File: config.mk
export PLATFORM = sky130hd
export DESIGN_NAME = decoder_seq
export DESIGN_NICKNAME = d
export VERILOG_FILES = /design/src/rtl/decoder_pkg.sv /design/src/rtl/decoder_onehot.sv /design/src/rtl/decoder_seq.sv
export SDC_FILE = /design/constraint.sdc
export NUM_CORES = 1
export LEC_CHECK = 0
export CORE_MARGIN = 10
export CORE_UTILIZATION = 32
export CTS_CLUSTER_DIAMETER = 120
export DETAILED_ROUTE_END_ITERATION = 8
export PLACE_DENSITY = 0.8
export SYNTH_ARGS = -nofsm -noshare
export SYNTH_HDL_FRONTEND = slang
export SYNTH_SLANG_ARGS = --single-unit
File: constraint.sdc
create_clock -name clk -period 0.8 [get_ports clk]
set_input_delay 0.12 -clock clk [delete_from_list [all_inputs] [get_ports clk]]
set_output_delay 0.12 -clock clk [all_outputs]
set_load 0.02 [all_outputs]
File: src/rtl/decoder_pkg.sv
// Shared types and helpers for the one-hot select/strobe decoders.
package decoder_pkg;

   typedef enum logic {
      IDLE  = 1'b0,
      SWEEP = 1'b1
   } state_e;

   // Widest select any strobe block may use with onehot(); callers narrow the result.
   localparam int unsigned MAX_N     = 8;
   localparam int unsigned MAX_OUT_W = 1 << MAX_N;

   localparam int unsigned DEF_N     = 3;
   localparam int unsigned DEF_OUT_W = 1 << DEF_N;

   function automatic int unsigned out_width(input int unsigned n);
      return 1 << n;
   endfunction

   function automatic logic [MAX_OUT_W-1:0] onehot(input logic [MAX_N-1:0] sel);
      logic [MAX_OUT_W-1:0] r;
      r      = '0;
      r[sel] = 1'b1;
      return r;
   endfunction

endpackage

File: src/rtl/decoder_onehot.sv
// Combinational N to 2^N one-hot decoder.
module decoder_onehot
   import decoder_pkg::*;
#(
   parameter int unsigned N = 3
) (
   input  logic [N-1:0]             sel,
   output logic [(1 << N)-1:0]      onehot_c
);

   localparam int unsigned OUT_W = out_width(N);

   assign onehot_c = OUT_W'(onehot(MAX_N'(sel)));

endmodule

File: src/rtl/decoder_seq.sv
// Registered one-hot decoder with valid/ready select and self-timed sweep mode.
// Sweep mode is built only when DECODER_SWEEP_EN is defined.
module decoder_seq
   import decoder_pkg::*;
#(
   parameter int unsigned N       = 3,
   parameter int unsigned DWELL_W = 4
) (
   input  logic                 clk,
   input  logic                 rst_n,
   input  logic                 in_valid,
   output logic                 in_ready,
   input  logic [N-1:0]         sel,
   input  logic                 mode,
   input  logic [DWELL_W-1:0]   dwell,
   input  logic                 stop,
   input  logic                 en,
   output logic [(1 << N)-1:0]  d,
   output logic                 busy,
   output logic                 done
);

   localparam int unsigned OUT_W = out_width(N);

   logic [OUT_W-1:0] d_q, d_d;
   logic [OUT_W-1:0] next_onehot_c;
   logic [N-1:0]     next_idx_c;

   decoder_onehot #(.N(N)) u_onehot (
      .sel      (next_idx_c),
      .onehot_c (next_onehot_c)
   );

`ifdef DECODER_SWEEP_EN

   localparam logic [N-1:0] POS_LAST = '1;

   state_e             state_q, state_d;
   logic [N-1:0]       idx_q, idx_d;
   logic [N-1:0]       pos_q, pos_d;
   logic [DWELL_W-1:0] cnt_q, cnt_d;
   logic [DWELL_W-1:0] dwell_q, dwell_d;
   logic               busy_q, busy_d;
   logic               done_q, done_d;
   logic               accept_c;

   assign in_ready = (state_q == IDLE);
   assign accept_c = in_valid && in_ready && !stop;

   // One decoder serves both the accepted start index and each sweep step.
   assign next_idx_c = (state_q == SWEEP) ? idx_q + 1'b1 : sel;

   always_comb begin
      state_d = state_q;
      idx_d   = idx_q;
      pos_d   = pos_q;
      cnt_d   = cnt_q;
      dwell_d = dwell_q;
      d_d     = d_q;
      done_d  = 1'b0;

      case (state_q)
         IDLE: begin
            if (stop) begin
               d_d = '0;
            end else if (accept_c) begin
               d_d = next_onehot_c;
               if (mode) begin
                  state_d = SWEEP;
                  idx_d   = sel;
                  cnt_d   = dwell;
                  dwell_d = dwell;
                  pos_d   = '0;
               end
            end
         end
         SWEEP: begin
            if (stop) begin
               d_d     = '0;
               state_d = IDLE;
            end else if (cnt_q != '0) begin
               cnt_d = cnt_q - 1'b1;
            end else if (pos_q != POS_LAST) begin
               idx_d = next_idx_c;
               d_d   = next_onehot_c;
               cnt_d = dwell_q;
               pos_d = pos_q + 1'b1;
            end else begin
               d_d     = '0;
               done_d  = 1'b1;
               state_d = IDLE;
            end
         end
         default: begin
            state_d = IDLE;
            d_d     = '0;
         end
      endcase

      busy_d = (state_d == SWEEP);
   end

   always_ff @(posedge clk) begin
      if (!rst_n) begin
         state_q <= IDLE;
         idx_q   <= '0;
         pos_q   <= '0;
         cnt_q   <= '0;
         dwell_q <= '0;
         d_q     <= '0;
         busy_q  <= 1'b0;
         done_q  <= 1'b0;
      end else begin
         state_q <= state_d;
         idx_q   <= idx_d;
         pos_q   <= pos_d;
         cnt_q   <= cnt_d;
         dwell_q <= dwell_d;
         d_q     <= d_d;
         busy_q  <= busy_d;
         done_q  <= done_d;
      end
   end

   assign busy = busy_q;
   assign done = done_q;

`else

   logic unused_sweep_c;

   assign in_ready       = 1'b1;
   assign busy           = 1'b0;
   assign done           = 1'b0;
   assign next_idx_c     = sel;
   assign unused_sweep_c = ^{mode, dwell};

   // Every acceptance is a single latch; stop still clears the output.
   always_comb begin
      d_d = d_q;
      if (stop) begin
         d_d = '0;
      end else if (in_valid) begin
         d_d = next_onehot_c;
      end
   end

   always_ff @(posedge clk) begin
      if (!rst_n) begin
         d_q <= '0;
      end else begin
         d_q <= d_d;
      end
   end

`endif

   assign d = en ? d_q : '0;

endmodule
==> impl_metrics.tcl <==
set metrics [dict create \
    syn_inst 48 \
    setup_violations 8 \
    hold_path.class "input port to register" \
    power_frac_seq 0.475 \
    nets 86 \
    layout-drive-gt1-share 0.549 \
    synth_top_area_share 0.381 \
    wl_per_cell_um 12.2 \
    ys_seq_area_frac 0.381 \
    reg_top3 "d_q (8)" \
    p_leak_uw 0.000284 \
    finalWorstSetupSlack_ns -0.140 \
    diodes 0 \
    drt_iter0_markers 6 \
    viasPerCell 4.69 \
    grt_pass1_wl_mm 1.62 \
    violations "setup timing" \
    dieWidth_um 56.2 \
    cp_max_fo 2 \
    seqCellArea_um2 170 \
    htreeDepth 1 \
    drc 0 \
    total_power_uw 856 \
    finClkSkew_ns 0 \
    cts_hold_buf 0 \
    clock_latency_ns 0.25 \
    io_pins 24 \
    first_global_vias 366 \
    final_common_cell "buf_4" \
    utilization 0.553 \
    fin_crit_ns 0.940 \
    gp_congestion 0.793 \
    cp.required_ns 0.68 \
    grt.overflow.total 0 \
    dp_slack_ns -0.809 \
    p_comb_frac 0.158 \
    cp-end-kind "primary output" \
    tns_ns -1.08 \
    cts_sinks 8 \
    max_freq_ghz 1.06 \
    cts_tree "built" \
    startpoint_type "register" \
    cp.arrival_ns 0.82 \
    grt_max_degree 16 \
    area_growth_pct 67.0 \
    die_height_um 56.2 \
    synthTopCellsByArea "dfxtp_1 38%, nand2b_1 13%, and2_1 12%" \
    rows 13 \
    maxCapViolations 0 \
    start_util 0.331 \
    top_register "d_q" \
    power_frac_clock 0.368 \
    synth_area_um2 420 \
    cts_buffer_depth 2 \
    fill_cells 130 \
    yosysWarnings 0 \
    multi_input_area_um2 264 \
    core_mm2 0.00127 \
    track_usage 0.0633 \
    power_switching_share 0.245 \
    port_buffers 15 \
    firstDrtPassIters 4 \
    critical_path_class "register to primary output" \
    path_clk_slew_ns 0.06 \
    largest_register_ffs 8 \
    cts_made_buffers 3 \
    synth_cell_type_count 11 \
    peakVddDrop_mv 0.643 \
    finalCritPeriodShare 1.18 \
    status "finished, violations left" \
    syn_area_per_cell_um2 8.76 \
    hpwl_um 728 \
    intPower_uw 646 \
    p_sw_uw 210 \
    route.antenna.remaining_nets 0 \
    hold_violations 0 \
    wl_mm 1.05 \
    vias 403 \
    antenna_found_initial 0 \
    timing.hold.ws_ns 0.263 \
    die_area_mm2 0.00316 \
    layout_common_cells "9 x buf_4, 8 x and2_4, 8 x nand2b_1, 8 x dfxtp_2, 8 x buf_6" \
    rsz0062_at_grt "yes" \
    slew_viol_final 0 \
    root_buffer "clkbuf_4" \
    p_per_area_mw_per_mm2 1220 \
    synth-seq-cells 8 \
    yosysTopAreaCell "dfxtp_1" \
]
-- stage by stage --
stage	cells	cell area, um2
final	86	702
after global routing	86	702
after CTS	86	687
after detailed placement	83	631
after global placement	83	631
after floorplan	49	424
-- final cells by class --
cell class                      instances  share of cell area
Multi-Input combinational cell         36               0.376
Timing Repair Buffer                   24               0.323
Sequential cell                         8               0.242
Clock buffer                            3              0.0321
Tap cell                               15              0.0267
-- layer usage --
layer	vias to the layer above	global-route usage	routed length, um
li1	207	-	-
met1	181	0.0692	469
met2	15	0.0903	495
met3	0	0.0297	81
met4	0	0.0515	0
met5	-	0	0
-- synth_stat cells --
cell type / number
nand4b_1: 3
a21oi_1: 8
nand4bb_1: 3
nand4_1: 1
clkbuf_1: 2
and2_1: 8
buf_4: 3
nand2b_1: 9
or4b_1: 1
conb_1: 2
dfxtp_1: 8
-- cells by family (layout without fill, tap and decap cells) --
kind of cell,count (synthesis),in the layout,share of synthesized area
flops,8,8,0.381
compound gates,8,8,0.0952
simple gates,25,25,0.435
buf+inv,5,27,0.0714
other cells,2,3,0.0179
-- critical path, cell delays in order (launching register included) --
cell and delay (ns):
dfxtp_2 0.32, and2_4 0.13, buf_6 0.12
-- what timing repair did --
item | in CTS | in global routing
setup endpoints to repair | 16 | 16
pin swaps | 2 | 1
buffers inserted | 0 | 0
gates resized for setup | 68 | 8
-- path summary, 6_finish.rpt --
check	slack, ns	cells past startpoint	start	endpoint
max reg2reg	0.12	3	d_q[0]$_SDFFE_PP0P_	d_q[0]$_SDFFE_PP0P_
min	0.26	3	sel[1]	d_q[0]$_SDFFE_PP0P_
max	-0.14	2	d_q[3]$_SDFFE_PP0P_	d[3]
min reg2reg	0.47	2	d_q[2]$_SDFFE_PP0P_	d_q[2]$_SDFFE_PP0P_
-- power groups by stage --
stage	sequential, uW	combinational [uW]	clock, uW
5_1_grt	406	146	349
3_5_place_dp	414	131	0
4_1_cts	406	130	329
3_3_place_gp	414	130	0
6_report	406	135	315
2_1_floorplan	413	63.2	0
No activity file was read; power rests on OpenSTA's default activity.
